<file path="config.mk">
export PLATFORM = sky130hd
export DESIGN_NAME = score_renderer
export DESIGN_NICKNAME = d
export VERILOG_FILES = /design/src/rtl/score_pkg.sv /design/src/rtl/score_renderer.sv
export SDC_FILE = /design/constraint.sdc
export NUM_CORES = 1
export LEC_CHECK = 0
export CORE_MARGIN = 2
export CORE_UTILIZATION = 40
export CTS_BUF_LIST = sky130_fd_sc_hd__clkbuf_8
export DETAILED_ROUTE_END_ITERATION = 12
export GPL_TIMING_DRIVEN = 0
export PLACE_DENSITY = 0.61
export REMOVE_ABC_BUFFERS = 1
export SLEW_MARGIN = 20
export SYNTH_ARGS = -nofsm -noshare
export SYNTH_HDL_FRONTEND = slang
export SYNTH_SLANG_ARGS = --single-unit
</file>
<file path="constraint.sdc">
create_clock -name clk -period 3 [get_ports clk]
set_clock_uncertainty 0.2 [all_clocks]
set_input_delay 0.3 -clock clk [delete_from_list [all_inputs] [get_ports clk]]
set_output_delay 0.3 -clock clk [all_outputs]
set_load 0.005 [all_outputs]
</file>
<file path="src/rtl/score_pkg.sv">
// Shared constants and FSM state type for the score renderer.
//   GLYPH_W / GLYPH_H : glyph cell size in pixels (one ROM row = GLYPH_W bits)
//   state_e           : renderer FSM states
package score_pkg;

  localparam int unsigned GLYPH_W = 16;
  localparam int unsigned GLYPH_H = 16;

  typedef enum logic [1:0] {
    StIdle,
    StFetch,
    StWaitX,
    StDraw
  } state_e;

endpackage

</file>
<file path="src/rtl/score_renderer.sv">
// Scanline renderer for a BCD score field drawn with an external glyph ROM.
// The score is sampled once per frame. It is then rendered row by row. At
// each qualifying scanline the ROM rows of all digits are prefetched into a
// row buffer. The buffer is then shifted out as pixels across the field.
//
// Ports:
//   clk, rst_n        : system clock, async active-low reset
//   pix_en            : pixel-rate strobe
//   hcount, vcount    : current pixel column / row
//   line_start        : start-of-scanline pulse (horizontal blanking)
//   score_bcd         : BCD score, digit 0 (most significant) in top nibble
//   rom_digit/rom_line: glyph ROM address, zero outside prefetch
//   rom_data          : glyph ROM row, bit 15 = leftmost pixel
//   pixel_on          : registered score pixel
//   busy              : prefetching or drawing
module score_renderer
  import score_pkg::*;
#(
  parameter int unsigned DIGITS = 4,
  parameter int unsigned X0     = 16,
  parameter int unsigned Y0     = 8,
  parameter bit          LZB    = 1'b1
) (
  input  logic                clk,
  input  logic                rst_n,
  input  logic                pix_en,
  input  logic [9:0]          hcount,
  input  logic [9:0]          vcount,
  input  logic                line_start,
  input  logic [4*DIGITS-1:0] score_bcd,
  output logic [3:0]          rom_digit,
  output logic [3:0]          rom_line,
  input  logic [15:0]         rom_data,
  output logic                pixel_on,
  output logic                busy
);

  localparam int unsigned     IdxW    = (DIGITS > 1) ? $clog2(DIGITS) : 1;
  localparam logic [9:0]      XStart  = 10'(X0);
  localparam logic [9:0]      YFirst  = 10'(Y0);
  localparam logic [9:0]      YLast   = 10'(Y0 + GLYPH_H - 1);
  localparam logic [9:0]      DrawW   = 10'(GLYPH_W * DIGITS);
  localparam logic [IdxW-1:0] LastIdx = IdxW'(DIGITS - 1);

  state_e          state_q, state_d;
  logic [3:0]      frame_q [DIGITS];
  logic [3:0]      frame_d [DIGITS];
  logic [15:0]     slot_q  [DIGITS];
  logic [15:0]     slot_d  [DIGITS];
  logic [IdxW-1:0] idx_q, idx_d;
  logic [3:0]      line_q, line_d;
  logic            lead_zero_q, lead_zero_d;  // all digits fetched so far were 0
  logic            miss_q, miss_d;            // field start passed during prefetch
  logic            pixel_q, pixel_d;

  logic            in_window;
  logic            at_x0;
  logic            blank_slot;
  logic [9:0]      hoff;
  logic [IdxW-1:0] draw_sel;
  logic [3:0]      cur_digit;

  assign in_window = (vcount >= YFirst) && (vcount <= YLast);
  assign at_x0     = pix_en && (hcount == XStart);
  // Offset from the field start; values below X0 wrap high and read as out of field.
  assign hoff      = hcount - XStart;
  assign draw_sel  = hoff[4 +: IdxW];
  assign cur_digit = frame_q[idx_q];
  // The last digit is never blanked, so a zero score still shows "0".
  assign blank_slot = LZB && lead_zero_q && (cur_digit == 4'd0) && (idx_q != LastIdx);

  always_comb begin
    state_d     = state_q;
    frame_d     = frame_q;
    slot_d      = slot_q;
    idx_d       = idx_q;
    line_d      = line_q;
    lead_zero_d = lead_zero_q;
    miss_d      = miss_q;
    pixel_d     = pixel_q;
    rom_digit   = 4'd0;
    rom_line    = 4'd0;

    if (state_q == StFetch) begin
      rom_digit = cur_digit;
      rom_line  = line_q;
    end

    // line_start overrides any pixel progression in the same cycle.
    if (line_start) begin
      if (vcount == 10'd0) begin
        for (int i = 0; i < int'(DIGITS); i++) begin
          frame_d[i] = score_bcd[4*(int'(DIGITS)-1-i) +: 4];
        end
      end
      idx_d       = '0;
      line_d      = vcount[3:0] - YFirst[3:0];
      lead_zero_d = 1'b1;
      miss_d      = 1'b0;
      pixel_d     = 1'b0;
      state_d     = in_window ? StFetch : StIdle;
    end else begin
      unique case (state_q)
        StFetch: begin
          slot_d[idx_q] = blank_slot ? 16'h0000 : rom_data;
          lead_zero_d   = lead_zero_q && (cur_digit == 4'd0);
          idx_d         = idx_q + 1'b1;
          if (at_x0) miss_d = 1'b1;
          if (idx_q == LastIdx) state_d = (miss_q || at_x0) ? StIdle : StWaitX;
        end
        StWaitX: begin
          if (at_x0) begin
            state_d = StDraw;
            pixel_d = slot_q[0][GLYPH_W-1];
          end
        end
        StDraw: begin
          if (pix_en) begin
            if (hoff < DrawW) begin
              pixel_d = slot_q[draw_sel][~hoff[3:0]];
            end else begin
              pixel_d = 1'b0;
              state_d = StIdle;
            end
          end
        end
        default: begin
          pixel_d = 1'b0;
        end
      endcase
    end
  end

  always_ff @(posedge clk or negedge rst_n) begin
    if (!rst_n) begin
      state_q     <= StIdle;
      idx_q       <= '0;
      line_q      <= 4'd0;
      lead_zero_q <= 1'b1;
      miss_q      <= 1'b0;
      pixel_q     <= 1'b0;
      for (int i = 0; i < int'(DIGITS); i++) begin
        frame_q[i] <= 4'd0;
        slot_q[i]  <= 16'h0000;
      end
    end else begin
      state_q     <= state_d;
      idx_q       <= idx_d;
      line_q      <= line_d;
      lead_zero_q <= lead_zero_d;
      miss_q      <= miss_d;
      pixel_q     <= pixel_d;
      frame_q     <= frame_d;
      slot_q      <= slot_d;
    end
  end

  assign pixel_on = pixel_q;
  assign busy     = (state_q == StFetch) || (state_q == StDraw);

endmodule

</file>
==> impl_metrics.json <==
{
  "fmax_ghz": 0.357,
  "die-area_um2": 12000,
  "drtAntennaViolNets": 0,
  "drv_slew": 0,
  "fin_crit_sh_pct": 93.3,
  "synth_top_area_share_pct": 50.4,
  "htree_levels": 3,
  "core_area_um2": 10900,
  "track_usage_pct": 17.6,
  "rsz0062_at_grt": "false",
  "num_vias": 3095,
  "gr-total-overflow": 0,
  "finalNonFillerCells": 587,
  "power_frac_seq_pct": 53.8,
  "dr.pass1.iters": 4,
  "syn_area_um2": 4470,
  "cts_tree": "built",
  "grt_pass1_wl_um": 15900,
  "first_iter_violations": 112,
  "sw_frac_of_total_pct": 23.8,
  "p_sw_mw": 0.550,
  "syn-mean-instance-area_um2": 11.5,
  "pwr-share-comb_pct": 9.4,
  "ios": 66,
  "fin_crit_ps": 2800,
  "synth_edf_count": 0,
  "vdd_drop_max_mv": 0.232,
  "dp_cells": 568,
  "clk_latency_ps": 360,
  "finalHoldViolCount": 0,
  "p_int_mw": 1.76,
  "fp.dieH_um": 110,
  "netlist_instances": 388,
  "slew_headroom_pct": 33.0,
  "yosys_warnings": 0,
  "synth_area_leaders": "dfrtp_1 50%, mux4_2 9.1%, mux2_1 8.1%, o21ai_1 5.5%, nand2_1 4.8%",
  "cp.arrival_ps": 2820,
  "p_leak_nw": 2.37,
  "critPathRequiredTime_ps": 3020,
  "clock_path_buffers": 2,
  "status": "finished, final reports clean",
  "grt_antenna_before_repair": 0,
  "cts_root_buf": "clkbuf_8",
  "ys_seq_area_share_pct": 51.0,
  "synth_ff_type": "dfrtp_1",
  "rows": 38,
  "crit_fanout": 8,
  "whs_ps": 206,
  "synth_top_area_cell": "dfrtp_1",
  "insertedDiodeCount": 0,
  "p_clk_share_pct": 36.8,
  "drt-total-wl_um": 9750,
  "wl_per_cell_um": 16.6,
  "end_kind": "register",
  "worst_setup_path_start_kind": "register",
  "grt_pass1_vias": 3125,
  "powerDensity_nw_per_um2": 424,
  "die_w_um": 110,
  "drive_gt1_share_pct": 12.1,
  "vias_per_cell": 5.27,
  "cts.clk_slew.worst_paths_ps": 100,
  "nNetsFinal": 504,
  "drc": 0,
  "final_common_cell": "dfrtp_1",
  "ys_ff_latch": 91,
  "dp_hpwl_um": 6640,
  "ys_async_sr_fraction_pct": 100,
  "fillers": 1015,
  "area_growth_pct": 22.1,
  "multi_input_area_um2": 2070,
  "min_path_type": "input port to asynchronous set/reset pin",
  "yosysUniqueCellTypes": 54,
  "final_cell_mix": "90 x dfrtp_1, 63 x clkdlybuf4s50_1, 54 x nand2_1, 49 x o21ai_1, 32 x mux2_1",
  "cts_buffers": 9,
  "gp_congestion": 0.734,
  "seq_area_um2": 2280,
  "cap_violations": 0,
  "worstSetupPathType": "register to register",
  "clock_sinks": 91,
  "grt_max_degree": 54,
  "start_util_pct": 41.0,
  "io_buffer_count": 65,
  "worst_slew_pin_slew_ps": 1010,
  "finalSetupViolations": 0
}
cells by family (layout without fill, tap and decap cells):
group                    count (synthesis)  after routing  synth area share (%)
multiplexers                            57             57                  18.8
AO/OA/AOI/OAI                           75             75                  9.94
XOR/XNOR                                 2              2                 0.392
buffers and inverters                   32             91                  3.19
flip-flops                              91             91                  51.0
adder cells (fa/ha/maj)                  6              6                  1.68
AND/OR/NAND/NOR                        125            125                  15.0
sequential cells by signal (all words and copies together), names as in the netlist:
register and cells:
frame_q 16, idx_q 2, lead_zero_q 1, line_q 4, miss_q 1, pixel_on 1, slot_q 64, state_q 2
Yosys cell counts, drive strengths merged, types with 3 or more instances:
| cell | count |
|---|---|
| nand2b | 10 |
| o21ai | 51 |
| mux4 | 18 |
| nand3b | 3 |
| or4 | 3 |
| a22o | 3 |
| clkbuf | 14 |
| mux2 | 35 |
| nor2 | 10 |
| dfrtp | 90 |
| a21oi | 5 |
| buf | 12 |
| or2b | 10 |
| nor2b | 3 |
| nand2 | 57 |
| ha | 6 |
| nor3b | 3 |
| inv | 6 |
| or3 | 3 |
| mux2i | 4 |
| and2 | 9 |
| nor3 | 4 |
area by class of cell:
cell class                      count  share of cell area, %
Inverter                            6                  0.413
Tap cell                          140                   3.21
Clock inverter                      6                   1.19
Clock buffer                       10                   2.52
Timing Repair Buffer               69                   13.0
Multi-Input combinational cell    265                   37.9
Sequential cell                    91                   41.8
what timing repair did:
| item | 4_1_cts | 5_1_grt |
|---|---|---|
| gates resized for setup | 5 | 2 |
| hold buffers | 1 | 0 |
| pin swaps | 1 | 0 |
| endpoints found under the hold margin | 38 | 0 |
| setup buffers | 2 | 0 |
| setup endpoints to repair | 65 | 1 |
per-layer routing:
layer	share of wire (%)	routed length (µm)	GRT usage (%)
met4	1.2	116	6.78
met2	47	4610	28.4
met1	48	4700	24.1
met3	3.3	324	2.73
met5	0	0	0
power groups by stage:
| stage | combinational [mW] | clock [mW] | sequential (mW) |
|---|---|---|---|
| 6_report | 0.218 | 0.850 | 1.24 |
| 5_1_grt | 0.240 | 0.922 | 1.25 |
| 4_1_cts | 0.223 | 0.873 | 1.24 |
| 3_5_place_dp | 0.216 | 0 | 1.27 |
| 3_3_place_gp | 0.208 | 0 | 1.27 |
| 2_1_floorplan | 0.0714 | 0 | 1.27 |
stage by stage:
step	TNS, ps	area (µm²)	setup WS, ps	utilization (%)	total power, mW
2_1_floorplan	0	4350	421	-	1.34
4_1_cts	0	5460	95.5	50.1	2.34
5_1_grt	0	5460	58.3	50.1	2.41
3_3_place_gp	-189110	5170	-1930	47.5	1.48
6_report	0	5460	200	50.1	2.31
3_5_place_dp	-11320	5210	-1230	47.8	1.48
path summary, 6_finish.rpt:
check                           cells past startpoint        start  slack [ps]          end
worst max-delay path                                6     idx_q[0]         200   slot_q[42]
worst min register to register                      2  lead_zero_q         270  lead_zero_q
max in group asynchronous                           3        rst_n        1820   slot_q[23]
worst min-delay path                                2        rst_n         210  frame_q[15]
worst max register to register                      6     idx_q[0]         200   slot_q[42]
min in group clk                                    2  lead_zero_q         270  lead_zero_q
worst max-delay path: stages, from the launching register on:
cell and delay, ps:
dfrtp_1 610, mux4_2 580, or4_4 580, nor3b_4 250, buf_4 190, nand2b_1 160
o21ai_1 80
(Power assumes the default switching activity.)
